[src/rtl/reg30_io_pkg.sv]
// Shared encodings for the r30 I/O bridge: command codes, status bit positions
// and the packer that builds the word the CPU reads back from r30.
package reg30_io_pkg;

  typedef enum logic [1:0] {
    CMD_NOP  = 2'b00,
    CMD_PUSH = 2'b01,
    CMD_POP  = 2'b10,
    CMD_CLR  = 2'b11
  } cmd_e;

  localparam int STAT_RXNE  = 31;
  localparam int STAT_TXF   = 30;
  localparam int STAT_TXOVF = 29;
  localparam int STAT_RXUNF = 28;
  localparam int RXCNT_MSB  = 27;
  localparam int RXCNT_LSB  = 24;
  localparam int TXCNT_MSB  = 23;
  localparam int TXCNT_LSB  = 20;
  localparam int HEAD_MSB   = 15;

  function automatic logic [31:0] pack_status(input logic rxne, input logic txf,
                                              input logic ovf, input logic unf,
                                              input logic [3:0] rxc, input logic [3:0] txc,
                                              input logic [15:0] head);
    logic [31:0] s;
    s = '0;
    s[STAT_RXNE]              = rxne;
    s[STAT_TXF]               = txf;
    s[STAT_TXOVF]             = ovf;
    s[STAT_RXUNF]             = unf;
    s[RXCNT_MSB:RXCNT_LSB]    = rxc;
    s[TXCNT_MSB:TXCNT_LSB]    = txc;
    s[HEAD_MSB:0]             = head;
    return s;
  endfunction

endpackage

[src/rtl/reg30_io_bridge_if.sv]
// CPU r30 port plus TX sink / RX source handshakes of the bridge.
interface reg30_io_bridge_if #(parameter int DATA_W = 16);
  logic              cpu_wr30;
  logic [31:0]       cpu_wdata;
  logic [31:0]       reg30_in;
  logic              tx_valid;
  logic [DATA_W-1:0] tx_data;
  logic              tx_ready;
  logic              rx_valid;
  logic [DATA_W-1:0] rx_data;
  logic              rx_ready;

  modport slave (
    input  cpu_wr30, cpu_wdata, tx_ready, rx_valid, rx_data,
    output reg30_in, tx_valid, tx_data, rx_ready
  );

  modport master (
    output cpu_wr30, cpu_wdata, tx_ready, rx_valid, rx_data,
    input  reg30_in, tx_valid, tx_data, rx_ready
  );
endinterface

[src/rtl/reg30_io_bridge_fifo.sv]
// Small synchronous FIFO; callers never push while full or pop while empty.
module sync_fifo #(
  parameter  int W     = 16,
  parameter  int DEPTH = 4,
  localparam int AW    = $clog2(DEPTH),
  localparam int CW    = $clog2(DEPTH + 1)
) (
  input  logic          clk,
  input  logic          rst,
  input  logic          push,
  input  logic          pop,
  input  logic [W-1:0]  wdata,
  output logic [W-1:0]  rdata,
  output logic          full,
  output logic          empty,
  output logic [CW-1:0] count
);

  logic [W-1:0]  mem_q [DEPTH];
  logic [AW-1:0] wr_ptr_q, rd_ptr_q;
  logic [CW-1:0] cnt_q, cnt_d;

  always_comb begin
    cnt_d = cnt_q;
    if (push && !pop)      cnt_d = cnt_q + 1'b1;
    else if (pop && !push) cnt_d = cnt_q - 1'b1;
  end

  // Power-of-two depth: pointer overflow is the modulo wrap.
  always_ff @(posedge clk) begin
    if (rst) begin
      wr_ptr_q <= '0;
      rd_ptr_q <= '0;
      cnt_q    <= '0;
    end else begin
      if (push) wr_ptr_q <= wr_ptr_q + 1'b1;
      if (pop)  rd_ptr_q <= rd_ptr_q + 1'b1;
      cnt_q <= cnt_d;
    end
  end

  always_ff @(posedge clk) begin
    if (push && !rst) mem_q[wr_ptr_q] <= wdata;
  end

  assign empty = (cnt_q == '0);
  assign full  = (cnt_q == CW'(DEPTH));
  assign count = cnt_q;
  assign rdata = empty ? '0 : mem_q[rd_ptr_q];

endmodule

[src/rtl/reg30_io_bridge.sv]
// r30 I/O bridge: decodes CPU writes into TX push / RX pop / flag clear and
// presents status, counts and the RX head on the r30 read value.
module reg30_io_bridge
  import reg30_io_pkg::*;
#(
  parameter  int DATA_W = 16,
  parameter  int DEPTH  = 4,
  localparam int CW     = $clog2(DEPTH + 1)
) (
  input  logic               clk,
  input  logic               rst,
  reg30_io_bridge_if.slave   bus
);

  cmd_e              cmd;
  logic              is_push, is_pop, is_clr;
  logic              tx_push, tx_pop, rx_push, rx_pop;
  logic              tx_full, tx_empty, rx_full, rx_empty;
  logic [CW-1:0]     tx_cnt, rx_cnt;
  logic [DATA_W-1:0] tx_head, rx_head;
  logic              ovf_q, ovf_d, unf_q, unf_d;

  assign cmd     = cmd_e'(bus.cpu_wdata[31:30]);
  assign is_push = bus.cpu_wr30 && (cmd == CMD_PUSH);
  assign is_pop  = bus.cpu_wr30 && (cmd == CMD_POP);
  assign is_clr  = bus.cpu_wr30 && (cmd == CMD_CLR);

  // A push into a full TX FIFO is dropped even if the sink frees a slot this edge.
  assign tx_push = is_push && !tx_full;
  assign tx_pop  = !tx_empty && bus.tx_ready;
  assign rx_push = bus.rx_valid && !rx_full;
  assign rx_pop  = is_pop && !rx_empty;

  sync_fifo #(.W(DATA_W), .DEPTH(DEPTH)) u_tx (
    .clk(clk), .rst(rst), .push(tx_push), .pop(tx_pop),
    .wdata(bus.cpu_wdata[DATA_W-1:0]), .rdata(tx_head),
    .full(tx_full), .empty(tx_empty), .count(tx_cnt)
  );

  sync_fifo #(.W(DATA_W), .DEPTH(DEPTH)) u_rx (
    .clk(clk), .rst(rst), .push(rx_push), .pop(rx_pop),
    .wdata(bus.rx_data), .rdata(rx_head),
    .full(rx_full), .empty(rx_empty), .count(rx_cnt)
  );

  // An overflow/underflow event outranks a clear on the same edge.
  always_comb begin
    ovf_d = ovf_q;
    unf_d = unf_q;
    if (is_clr) begin
      ovf_d = 1'b0;
      unf_d = 1'b0;
    end
    if (is_push && tx_full) ovf_d = 1'b1;
    if (is_pop && rx_empty) unf_d = 1'b1;
  end

  always_ff @(posedge clk) begin
    if (rst) begin
      ovf_q <= 1'b0;
      unf_q <= 1'b0;
    end else begin
      ovf_q <= ovf_d;
      unf_q <= unf_d;
    end
  end

  assign bus.tx_valid = !rst && !tx_empty;
  assign bus.tx_data  = rst ? '0 : tx_head;
  assign bus.rx_ready = !rst && !rx_full;
  assign bus.reg30_in = rst ? '0 :
                        pack_status(!rx_empty, tx_full, ovf_q, unf_q,
                                    4'(rx_cnt), 4'(tx_cnt), 16'(rx_head));

endmodule
[src/flat_wrapper.sv]
// flat-port wrapper written by rule: the top's interface ports become plain ports
module reg30_io_bridge_flat import reg30_io_pkg::*;
#(
  parameter  int DATA_W = 16,
  parameter  int DEPTH  = 4,
  localparam int CW     = $clog2(DEPTH + 1)
)
  (clk, rst, bus_cpu_wr30, bus_cpu_wdata, bus_tx_ready, bus_rx_valid, bus_rx_data, bus_reg30_in, bus_tx_valid, bus_tx_data, bus_rx_ready);
  reg30_io_bridge_if #(.DATA_W(DATA_W)) bus_i ();
  input  logic clk;
  input  logic rst;
  input wire logic [$bits(bus_i.cpu_wr30)-1:0] bus_cpu_wr30;
  input wire logic [$bits(bus_i.cpu_wdata)-1:0] bus_cpu_wdata;
  input wire logic [$bits(bus_i.tx_ready)-1:0] bus_tx_ready;
  input wire logic [$bits(bus_i.rx_valid)-1:0] bus_rx_valid;
  input wire logic [$bits(bus_i.rx_data)-1:0] bus_rx_data;
  output wire logic [$bits(bus_i.reg30_in)-1:0] bus_reg30_in;
  output wire logic [$bits(bus_i.tx_valid)-1:0] bus_tx_valid;
  output wire logic [$bits(bus_i.tx_data)-1:0] bus_tx_data;
  output wire logic [$bits(bus_i.rx_ready)-1:0] bus_rx_ready;
  assign bus_i.cpu_wr30 = bus_cpu_wr30;
  assign bus_i.cpu_wdata = bus_cpu_wdata;
  assign bus_i.tx_ready = bus_tx_ready;
  assign bus_i.rx_valid = bus_rx_valid;
  assign bus_i.rx_data = bus_rx_data;
  assign bus_reg30_in = bus_i.reg30_in;
  assign bus_tx_valid = bus_i.tx_valid;
  assign bus_tx_data = bus_i.tx_data;
  assign bus_rx_ready = bus_i.rx_ready;
  reg30_io_bridge #(.DATA_W(DATA_W), .DEPTH(DEPTH)) u_core (.clk(clk), .rst(rst), .bus(bus_i));
endmodule
[config.mk]
export PLATFORM = sky130hd
export DESIGN_NAME = reg30_io_bridge_flat
export DESIGN_NICKNAME = d
export VERILOG_FILES = /design/src/rtl/reg30_io_pkg.sv /design/src/rtl/reg30_io_bridge_if.sv /design/src/rtl/reg30_io_bridge_fifo.sv /design/src/rtl/reg30_io_bridge.sv /design/src/flat_wrapper.sv
export SDC_FILE = /design/constraint.sdc
export NUM_CORES = 1
export LEC_CHECK = 0
export CORE_UTILIZATION = 40
export DETAILED_ROUTE_END_ITERATION = 6
export MAX_ROUTING_LAYER = met4
export SLEW_MARGIN = 20
export SYNTH_ARGS = -nofsm -noshare
export SYNTH_HDL_FRONTEND = slang
export SYNTH_SLANG_ARGS = --single-unit
[constraint.sdc]
create_clock -name clk -period 2.9 [get_ports clk]
set_input_delay 0.58 -clock clk [delete_from_list [all_inputs] [get_ports clk]]
set_output_delay 0.58 -clock clk [all_outputs]
set_load 0.01 [all_outputs]
=== Word-level counts from Yosys, hierarchy flattened ===
Memory sizes are Yosys's and may differ from the RTL's. A register that Yosys moved wholly into a read port is not among the register bits.
Cells that the tools add are included.

* Output and inout bits: 50
* Word-level logic and storage cells: 74
* Memories kept: 2
* RAM bits: 128
* Register bits after elaboration: 16
* Bits in latches: 0
* Memory bits (read-only): 0

* Reduce and logical (&&, ||, !) cells: 32
* $add $sub $neg: 8
* Magnitude comparators: 0
* Multiply operators: 0
* Divide/modulo/power cells: 0
* Eq/ne operators: 5
* Muxes and demuxes: 19
* Bitwise gates (word level): 0
* Shift operators: 0

{| class="wikitable"
|+ Memory list
! memory !! depth !! bits a word !! read ports !! clocked after memory_dff !! wr ports !! RTL line !! source
|-
| u_core.u_rx.mem_q || 4 || 16 || 1 || 1 || 1 || reg30_io_bridge_fifo.sv:19 || <nowiki>logic [W-1:0] mem_q [DEPTH];</nowiki>
|-
| u_core.u_tx.mem_q || 4 || 16 || 1 || 1 || 1 || reg30_io_bridge_fifo.sv:19 ||
|}

{| class="wikitable"
|+ Operators by type and width
! cell !! number
|-
| $mux 16 || 3
|-
| $mux 32 || 1
|-
| $logic_and 1x1->1 || 17
|-
| $mux 3 || 4
|-
| $logic_not 1->1 || 9
|-
| $add 2x1->2 const B || 4
|-
| $mux 2 || 4
|-
| $reduce_bool 2->1 || 4
|-
| $mux 1 || 7
|-
| $add 3x1->3 const B || 2
|-
| $eq 3x3->1 const B || 2
|-
| $logic_not 3->1 || 2
|-
| $sub 3x1->3 const B || 2
|-
| $eq 2x2->1 const B || 2
|-
| $eq 2x1->1 const B || 1
|}

=== Longest topological paths before layout ===
Gate-level depths: netlist (run 1).

* Depth after elaboration: 7
* Mapped depth: 8

=== Hierarchy ===
A second synthesis (run 1) with hierarchy kept.

* Cell total of the unflattened synthesis: 360
* Area total of the unflattened synthesis: 6406.1 sq um

{| class="wikitable"
|+ Modules (own cells, without submodules)
! module !! seq. area each (sq um) !! area an instance (sq um) !! cells an instance !! instances
|-
| sync_fifo || 2102.0 || 2970.3 || 146 || 2
|-
| reg30_io_bridge || 40.0 || 465.4 || 68 || 1
|}

=== Least setup slack after synthesis (run 1) ===
OpenSTA, ideal clock, no wires.

* Kind: input to register
* Start point: input port bus_cpu_wr30
* End point: register u_core.u_tx.cnt_q[2] (netlist: u_core.u_tx.count[2])
* Cell stages on the path: 8
* Path buffers: 0
* Arrival: 2.129 ns
* Setup slack: 0.712 ns
* Cell sequence: nand2_1 -> nor3_2 -> ha_1 -> inv_1 -> fa_1 -> xor2_1 -> or4_1 -> nand2_1

* Longest elaborated chain between the ends: 5

{| class="wikitable"
|+ Ends and longest elaborated chain
! item !! RTL line !! source
|-
| start, declared || flat_wrapper.sv:12 || <nowiki>input wire logic [$bits(bus_i.cpu_wr30)-1:0] bus_cpu_wr30;</nowiki>
|-
| $logic_and 1x1->1 * || reg30_io_bridge.sv:24 || <nowiki>assign is_push = bus.cpu_wr30 && (cmd == CMD_PUSH);</nowiki>
|-
| $logic_and 1x1->1 * || reg30_io_bridge.sv:29 || <nowiki>assign tx_push = is_push && !tx_full;</nowiki>
|-
| via u_core.tx_push || reg30_io_bridge.sv:17 || <nowiki>logic tx_push, tx_pop, rx_push, rx_pop;</nowiki>
|-
| $logic_not 1->1 || reg30_io_bridge_fifo.sv:26 || <nowiki>else if (pop && !push) cnt_d = cnt_q - 1'b1;</nowiki>
|-
| $logic_and 1x1->1 || reg30_io_bridge_fifo.sv:26 ||
|-
| $reduce_bool 2->1 (no source line) || -- ||
|-
| end signal, assigned || reg30_io_bridge_fifo.sv:38 || <nowiki>cnt_q <= cnt_d;</nowiki>
|-
| end, declared || reg30_io_bridge_fifo.sv:21 || <nowiki>logic [CW-1:0] cnt_q, cnt_d;</nowiki>
|}

Mark *: on every way through the listed nets, which the timed path passes. The rest lies on a longest branch.
A chain may end at the register's enable or synchronous reset.

=== Worst setup path after layout (run 1) ===
* Start point: input port rst
* End point: output port bus_tx_data[7]

* Longest elaborated chain between the ends: 1

{| class="wikitable"
|+ Ends and longest elaborated chain
! item !! RTL line !! source
|-
| start, declared || flat_wrapper.sv:11 || <nowiki>input logic rst;</nowiki>
|-
| $mux 16 || reg30_io_bridge.sv:69 || <nowiki>assign bus.tx_data = rst ? '0 : tx_head;</nowiki>
|-
| end, declared || flat_wrapper.sv:19 || <nowiki>output wire logic [$bits(bus_i.tx_data)-1:0] bus_tx_data;</nowiki>
|}

No other way between the ends.

==> reports/results.ini, run 1 <==
[worst_setup_path]
element_type_at_the_critical_path_end=output pin
timing.critical_path.mode_cell=clkdlybuf4s50_1
worst-setup-path-type=in2out
ordered_list_of_cells_on_the_worst_path=clkdlybuf4s50_1 > or2_0 > buf_12 > nor2b_1 > clkdlybuf4s50_1
critical-path-slowest-cell=clkdlybuf4s50_1
worst_ep_required_time_ns=2.32
start_kind=primary input
path_max_fanout=17
critPathArrivalTime_ns=2.24
slowest_delay_ns=0.56

[floorplanning]
initial_utilization=0.413
die_width_um=125
ioPinCount=103
core_area_sq_um=14600
std_cell_rows=44
die_h_um=125
die_area_sq_um=15500

[place]
portBuffers=82
post-dp-hpwl_mm=6.31
gpl.final_weighted_congestion=0.736

[sta]
fin_crit_ns=2.82
setup_tns_ns=0
rsz0062_at_grt=false
fin_worst_skew_ns=0.00794
maxSlewViolCount=0
slew_headroom=0.650
count_of_endpoints_failing_setup_in_the_final_report=0
fmax_mhz=355
fin_crit_sh=0.971
tightestPinTransition_ns=0.521
final_hold_viol_count=0
worst_hold_slack_ns=0.479

[global_routing]
grtUsageTotal=0.148
global_route.overflow_total=0
grt_max_degree=22
first_global_vias=3270
grt_antenna_before_repair=0
grt_pass1_wl_mm=16.7

[yosys]
async_flop_share=0
syn_avg_cell_area_sq_um=18.1
syn-instance-count=332
ys_seq_area_frac=0.705
ys_dominant_reg_cell=edfxtp_1
synth_edf_count=128
synth.lib_cells_used.distinct=39
postSynthRegisterBits=148
netlist_area_pre_place_sq_um=6020
ys_warns=0

[cells_and_area]
post_route_cells_drive_above_1_share=0.197
layout-area-overhead-vs-synth_pct=27.8
number_of_antenna_diodes=0
nets=503
mostFrequentLayoutCells=edfxtp_1, clkdlybuf4s50_1, mux4_2, nor2b_1, and2_1
layout.cells.most_common=edfxtp_1

[cts]
clkTransAtPathRegs_ns=0.06
clk_latency_ns=0.42
ctsLongestPathBuffers=2
cts-htree-levels=4
cts_sinks=148
clockRootBuffer=clkbuf_16
tritoncts=done
cts-hold-fix-buffers=0
cts_buf_count=17

[route]
ant_nets=0
drc=0
vias=3113
drt-total-wl_mm=10.3
average_wire_length_per_cell_after_detail_routing_um=16.2
drt-vias-per-instance=4.90
dr.pass1.iters=4
drt_first_iter_violations=156

[pwr]
power_share_of_the_combinational_group=0.215
power_dissipated_by_switching_net_loads_mw=1.44
power.density_nw_per_um2=759
cellInternalPower_mw=4.39
clock_power_share=0.351
peakVddDrop_uv=386
power.static_leakage_nw=2.60
power.switching_fraction=0.247
seqPwrFrac=0.434

[min_path]
path_class_of_the_lowest_slack_min_delay_path=reg2reg

[run]
maxCapViolCount=0

[outcome]
outcome=completed

[per-stage QoR]
stage	instances	power [mW]	util	area, sq um	setup slack (ns)
6_report	635	5.84	0.527	7690	0.0827
5_1_grt	635	6.11	0.527	7690	0.0226
4_1_cts	635	5.91	0.527	7680	0.0201
3_5_place_dp	603	3.85	0.488	7120	0.0276
3_3_place_gp	603	3.82	0.488	7120	0.00591
2_1_floorplan	337	3.30	-	6040	0.712
[power by group through the flow]
stage / registers [mW] / logic, mW / clock network, mW
detailed placement: 2.57 / 1.27 / 0
global route: 2.55 / 1.38 / 2.18
CTS: 2.53 / 1.28 / 2.10
finish: 2.53 / 1.26 / 2.05
global placement: 2.57 / 1.25 / 0
floorplan: 2.55 / 0.743 / 0
[worst paths after layout]
kind	startpoint	slack, ns	endpoint	depth (start not counted)
worst max-delay path	rst	0.08	bus_tx_data[7]	5
worst max register to register	u_core.u_tx.count[0]	0.64	u_core.u_tx.count[2]	8
worst min-delay path	u_core.ovf_q	0.48	u_core.ovf_q	2
worst min register to register	u_core.ovf_q	0.48	u_core.ovf_q	2
[synthesized netlist by cell type, types with 2 or more instances]
| master | number | area, sq um |
|---|---|---|
| and2_1 | 24 | 150 |
| inv_1 | 7 | 26.3 |
| buf_6 | 3 | 33.8 |
| nor2_1 | 15 | 56.3 |
| nor3_2 | 2 | 20.0 |
| nor2b_1 | 25 | 156 |
| edfxtp_1 | 128 | 3840 |
| mux4_2 | 32 | 721 |
| dfxtp_1 | 20 | 400 |
| a31oi_1 | 2 | 12.5 |
| fa_1 | 2 | 40.0 |
| or3_1 | 2 | 12.5 |
| ha_1 | 10 | 125 |
| or4_1 | 3 | 22.5 |
| nand2b_1 | 4 | 25.0 |
| clkbuf_1 | 2 | 7.51 |
| o31ai_1 | 2 | 15.0 |
| buf_4 | 6 | 45.0 |
| o21ai_0 | 3 | 15.0 |
| nand2_1 | 4 | 15.0 |
| a21oi_1 | 4 | 20.0 |
| mux2i_1 | 4 | 40.0 |
| xor2_1 | 6 | 52.6 |
| buf_2 | 7 | 35.0 |
[per-layer routing]
layer  share of wire  vias up  global-route usage
met5               0        -                   -
met3           0.036       17              0.0382
met4           0.019        0              0.0744
met2            0.48       68               0.226
li1                -     1469                   -
met1            0.46     1559               0.184
[layout make-up]
type / instances / area [sq um]
flip-flops and latches: 148 / 4240
inverters: 8 / 30.0
multi-input cells: 161 / 1620
repair buffers: 102 / 1000
clock inverters: 9 / 46.3
well taps: 184 / 230
fillers: 1205 / 6900
clock buffers: 23 / 522
[sequential cells by signal, indices dropped and copies added (netlist names), named ones only]
signal / count
u_core.u_tx.rd_ptr_q: 2
u_core.u_rx.count: 3
u_core.ovf_q: 1
u_core.u_tx.wr_ptr_q: 2
u_core.unf_q: 1
u_core.u_tx.mem_q: 64
u_core.u_rx.mem_q: 64
u_core.u_rx.wr_ptr_q: 2
u_core.u_rx.rd_ptr_q: 2
u_core.u_tx.count: 3
[critical path: cells and delay by family]
| family | cells | cell delay (ns) |
|---|---|---|
| buffers and inverters | 3 | 1.19 |
| and+or+nand+nor | 2 | 0.45 |
[cell families (layout without fill, tap and decap cells)]
kind of cell / count (synthesis) / in the layout / synth area share
flops: 148 / 148 / 0.705
other cells: 1 / 6 / 0.000623
mux: 38 / 38 / 0.130
fa+ha+maj: 12 / 12 / 0.0274
xor+xnor: 6 / 6 / 0.00873
buf+inv: 28 / 142 / 0.0293
simple gates: 84 / 84 / 0.0825
compound gates: 15 / 15 / 0.0160
[what timing repair did]
action | in CTS | in global routing
endpoints found under the setup margin | 0 | 13
gates resized for setup | 0 | 2
setup buffers | 0 | 0
No activity file was read; power rests on OpenSTA's default activity.
==> run 2: changes to the inputs <==
--- a/config.mk
+++ b/config.mk
@@ -8,6 +8,7 @@
 export CORE_UTILIZATION = 40
 export DETAILED_ROUTE_END_ITERATION = 6
 export MAX_ROUTING_LAYER = met4
+export SETUP_SLACK_MARGIN = 0.1
 export SLEW_MARGIN = 20
 export SYNTH_ARGS = -nofsm -noshare
 export SYNTH_HDL_FRONTEND = slang
==> reports/results.ini, run 2 (synthesis gave the netlist of run 1 again) <==
[worst_setup_path]
worst-setup-path-type=in2out
critPathArrivalTime_ns=2.18  ; -0.06 ns
reg2reg_slack_ns=0.64  ; about the same
path_max_fanout=17  ; unchanged
start_kind=primary input
worst_ep_required_time_ns=2.32  ; about the same
element_type_at_the_critical_path_end=output pin

[floorplanning]
die_h_um=125  ; unchanged
ioPinCount=103  ; unchanged
initial_utilization=0.413  ; unchanged
die_width_um=125  ; unchanged
core_area_sq_um=14600  ; unchanged
die_area_sq_um=15500  ; unchanged
std_cell_rows=44  ; unchanged

[cells_and_area]
finalNonFillerCells=643  ; +1.3%
layout.cells.most_common=edfxtp_1
nets=511  ; +1.6%
layout-area-overhead-vs-synth_pct=29.6
largest_registers=u_core.u_rx.mem_q x64, u_core.u_tx.mem_q x64
utilization=0.535  ; +0.00755
mostFrequentLayoutCells=edfxtp_1, clkdlybuf4s50_1, mux4_2, nor2b_1, and2_1
post_route_cells_drive_above_1_share=0.214  ; +0.0162
number_of_antenna_diodes=0  ; unchanged

[route]
average_wire_length_per_cell_after_detail_routing_um=16.5  ; +1.3%
drc=0  ; unchanged
drt-vias-per-instance=4.89  ; -0.26%
ant_nets=0  ; unchanged
drt_first_iter_violations=162  ; +3.8%
vias=3144  ; +1.0%
dr.pass1.iters=4  ; unchanged
drt-total-wl_mm=10.6  ; +2.6%

[global_routing]
grt_antenna_before_repair=0  ; unchanged
grt_pass1_wl_mm=16.7  ; about the same
grtUsageTotal=0.149  ; about the same
first_global_vias=3273  ; +0.092%
grt_max_degree=22  ; unchanged
global_route.overflow_total=0  ; unchanged

[pwr]
power.switching_fraction=0.249  ; +0.00239
peakVddDrop_uv=385  ; -0.39%
clock_power_share=0.348  ; -0.003
power.static_leakage_nw=2.84  ; +9.4%
power.density_nw_per_um2=756  ; -0.39%
power_dissipated_by_switching_net_loads_mw=1.47  ; +2.0%
cellInternalPower_mw=4.43  ; +0.71%
seqPwrFrac=0.430  ; -0.004
power_share_of_the_combinational_group=0.222  ; +0.007

[place]
dp_cells=603  ; unchanged
post-dp-hpwl_mm=6.31  ; unchanged
portBuffers=82  ; unchanged
gpl.final_weighted_congestion=0.736  ; unchanged

[sta]
rsz0062_at_grt=false
count_of_endpoints_failing_setup_in_the_final_report=0  ; unchanged
fin_worst_skew_ns=0.00783  ; -0.000112 ns
fmax_mhz=362  ; +2.0%
final_hold_viol_count=0  ; unchanged
setup_tns_ns=0  ; unchanged
fin_crit_sh=0.952  ; -0.0193
fin_crit_ns=2.76  ; -0.0560 ns
slew_headroom=0.650  ; about the same
tightestPinTransition_ns=0.520  ; -0.000188 ns
maxSlewViolCount=0  ; unchanged

[cts]
cts-htree-levels=4  ; unchanged
cts_sinks=148  ; unchanged
cts-hold-fix-buffers=0  ; unchanged
clk_latency_ns=0.42  ; about the same
tritoncts=done
cts_buf_count=17  ; unchanged
ctsLongestPathBuffers=2  ; unchanged
clockRootBuffer=clkbuf_16
clkTransAtPathRegs_ns=0.06  ; about the same

[min_path]
path_class_of_the_lowest_slack_min_delay_path=reg2reg

[outcome]
outcome=completed

[run]
maxCapViolCount=0  ; unchanged

## run 2: cell types whose count changed in the layout (fill, tap and decap cells not counted), sizes merged
| cell | change |
|---|---|
| buf | +8 |
| dlymetal6s2s | +11 |
| dlygate4sd2 | +3 |
| clkdlybuf4s50 | -14 |
## run 2: worst max-delay path: stages
cell and delay [ns]:
clkdlybuf4s50_1 0.46, or2_1 0.30, buf_12 0.17, nor2b_1 0.12, clkdlybuf4s50_1 0.55
## run 2: per-stage QoR
step	hold slack [ns]	instance area, sq um	total power [mW]	setup WS (ns)
after global placement	0.457	7120	3.82	0.00591
final	0.479	7800	5.90	0.139
after floorplan	0.429	6040	3.30	0.712
after global routing	0.520	7800	6.17	0.0993
after detailed placement	0.462	7120	3.85	0.0276
after CTS	0.481	7690	5.92	0.0451
## run 2: area by class of cell
cell class / count / area, sq um
multi-input cells: 161 / 1630
flip-flops and latches: 148 / 4240
fillers: 1206 / 6790
well taps: 184 / 230
clock buffers: 23 / 522
repair buffers: 110 / 1100
clock inverters: 9 / 46.3
inverters: 8 / 30.0
## run 2: path summary, 6_finish.rpt
check | startpoint | end | cells after the start
setup / recovery | rst | bus_tx_data[8] | 5
hold reg to reg | u_core.ovf_q | u_core.ovf_q | 2
setup reg to reg | u_core.u_tx.count[0] | u_core.u_tx.count[2] | 8
hold / removal | u_core.ovf_q | u_core.ovf_q | 2
## run 2: power by group through the flow
stage          Sequential, mW  Combinational, mW  Clock (mW)
2_1_floorplan            2.55              0.743           0
3_3_place_gp             2.57               1.25           0
3_5_place_dp             2.57               1.27           0
4_1_cts                  2.53               1.28        2.10
5_1_grt                  2.55               1.44        2.18
6_report                 2.54               1.31        2.05
## run 2: what timing repair did
action,in CTS,in global routing
pin swaps,0,1
resized for setup,6,19
endpoints found under the setup margin,32,29
buffers inserted,0,7
gates cloned,0,1
## run 2: metal layers
layer	GRT usage	wire, um
met2	0.226	5190
met3	0.0382	383
met5	-	0
met4	0.0744	187
met1	0.184	4820
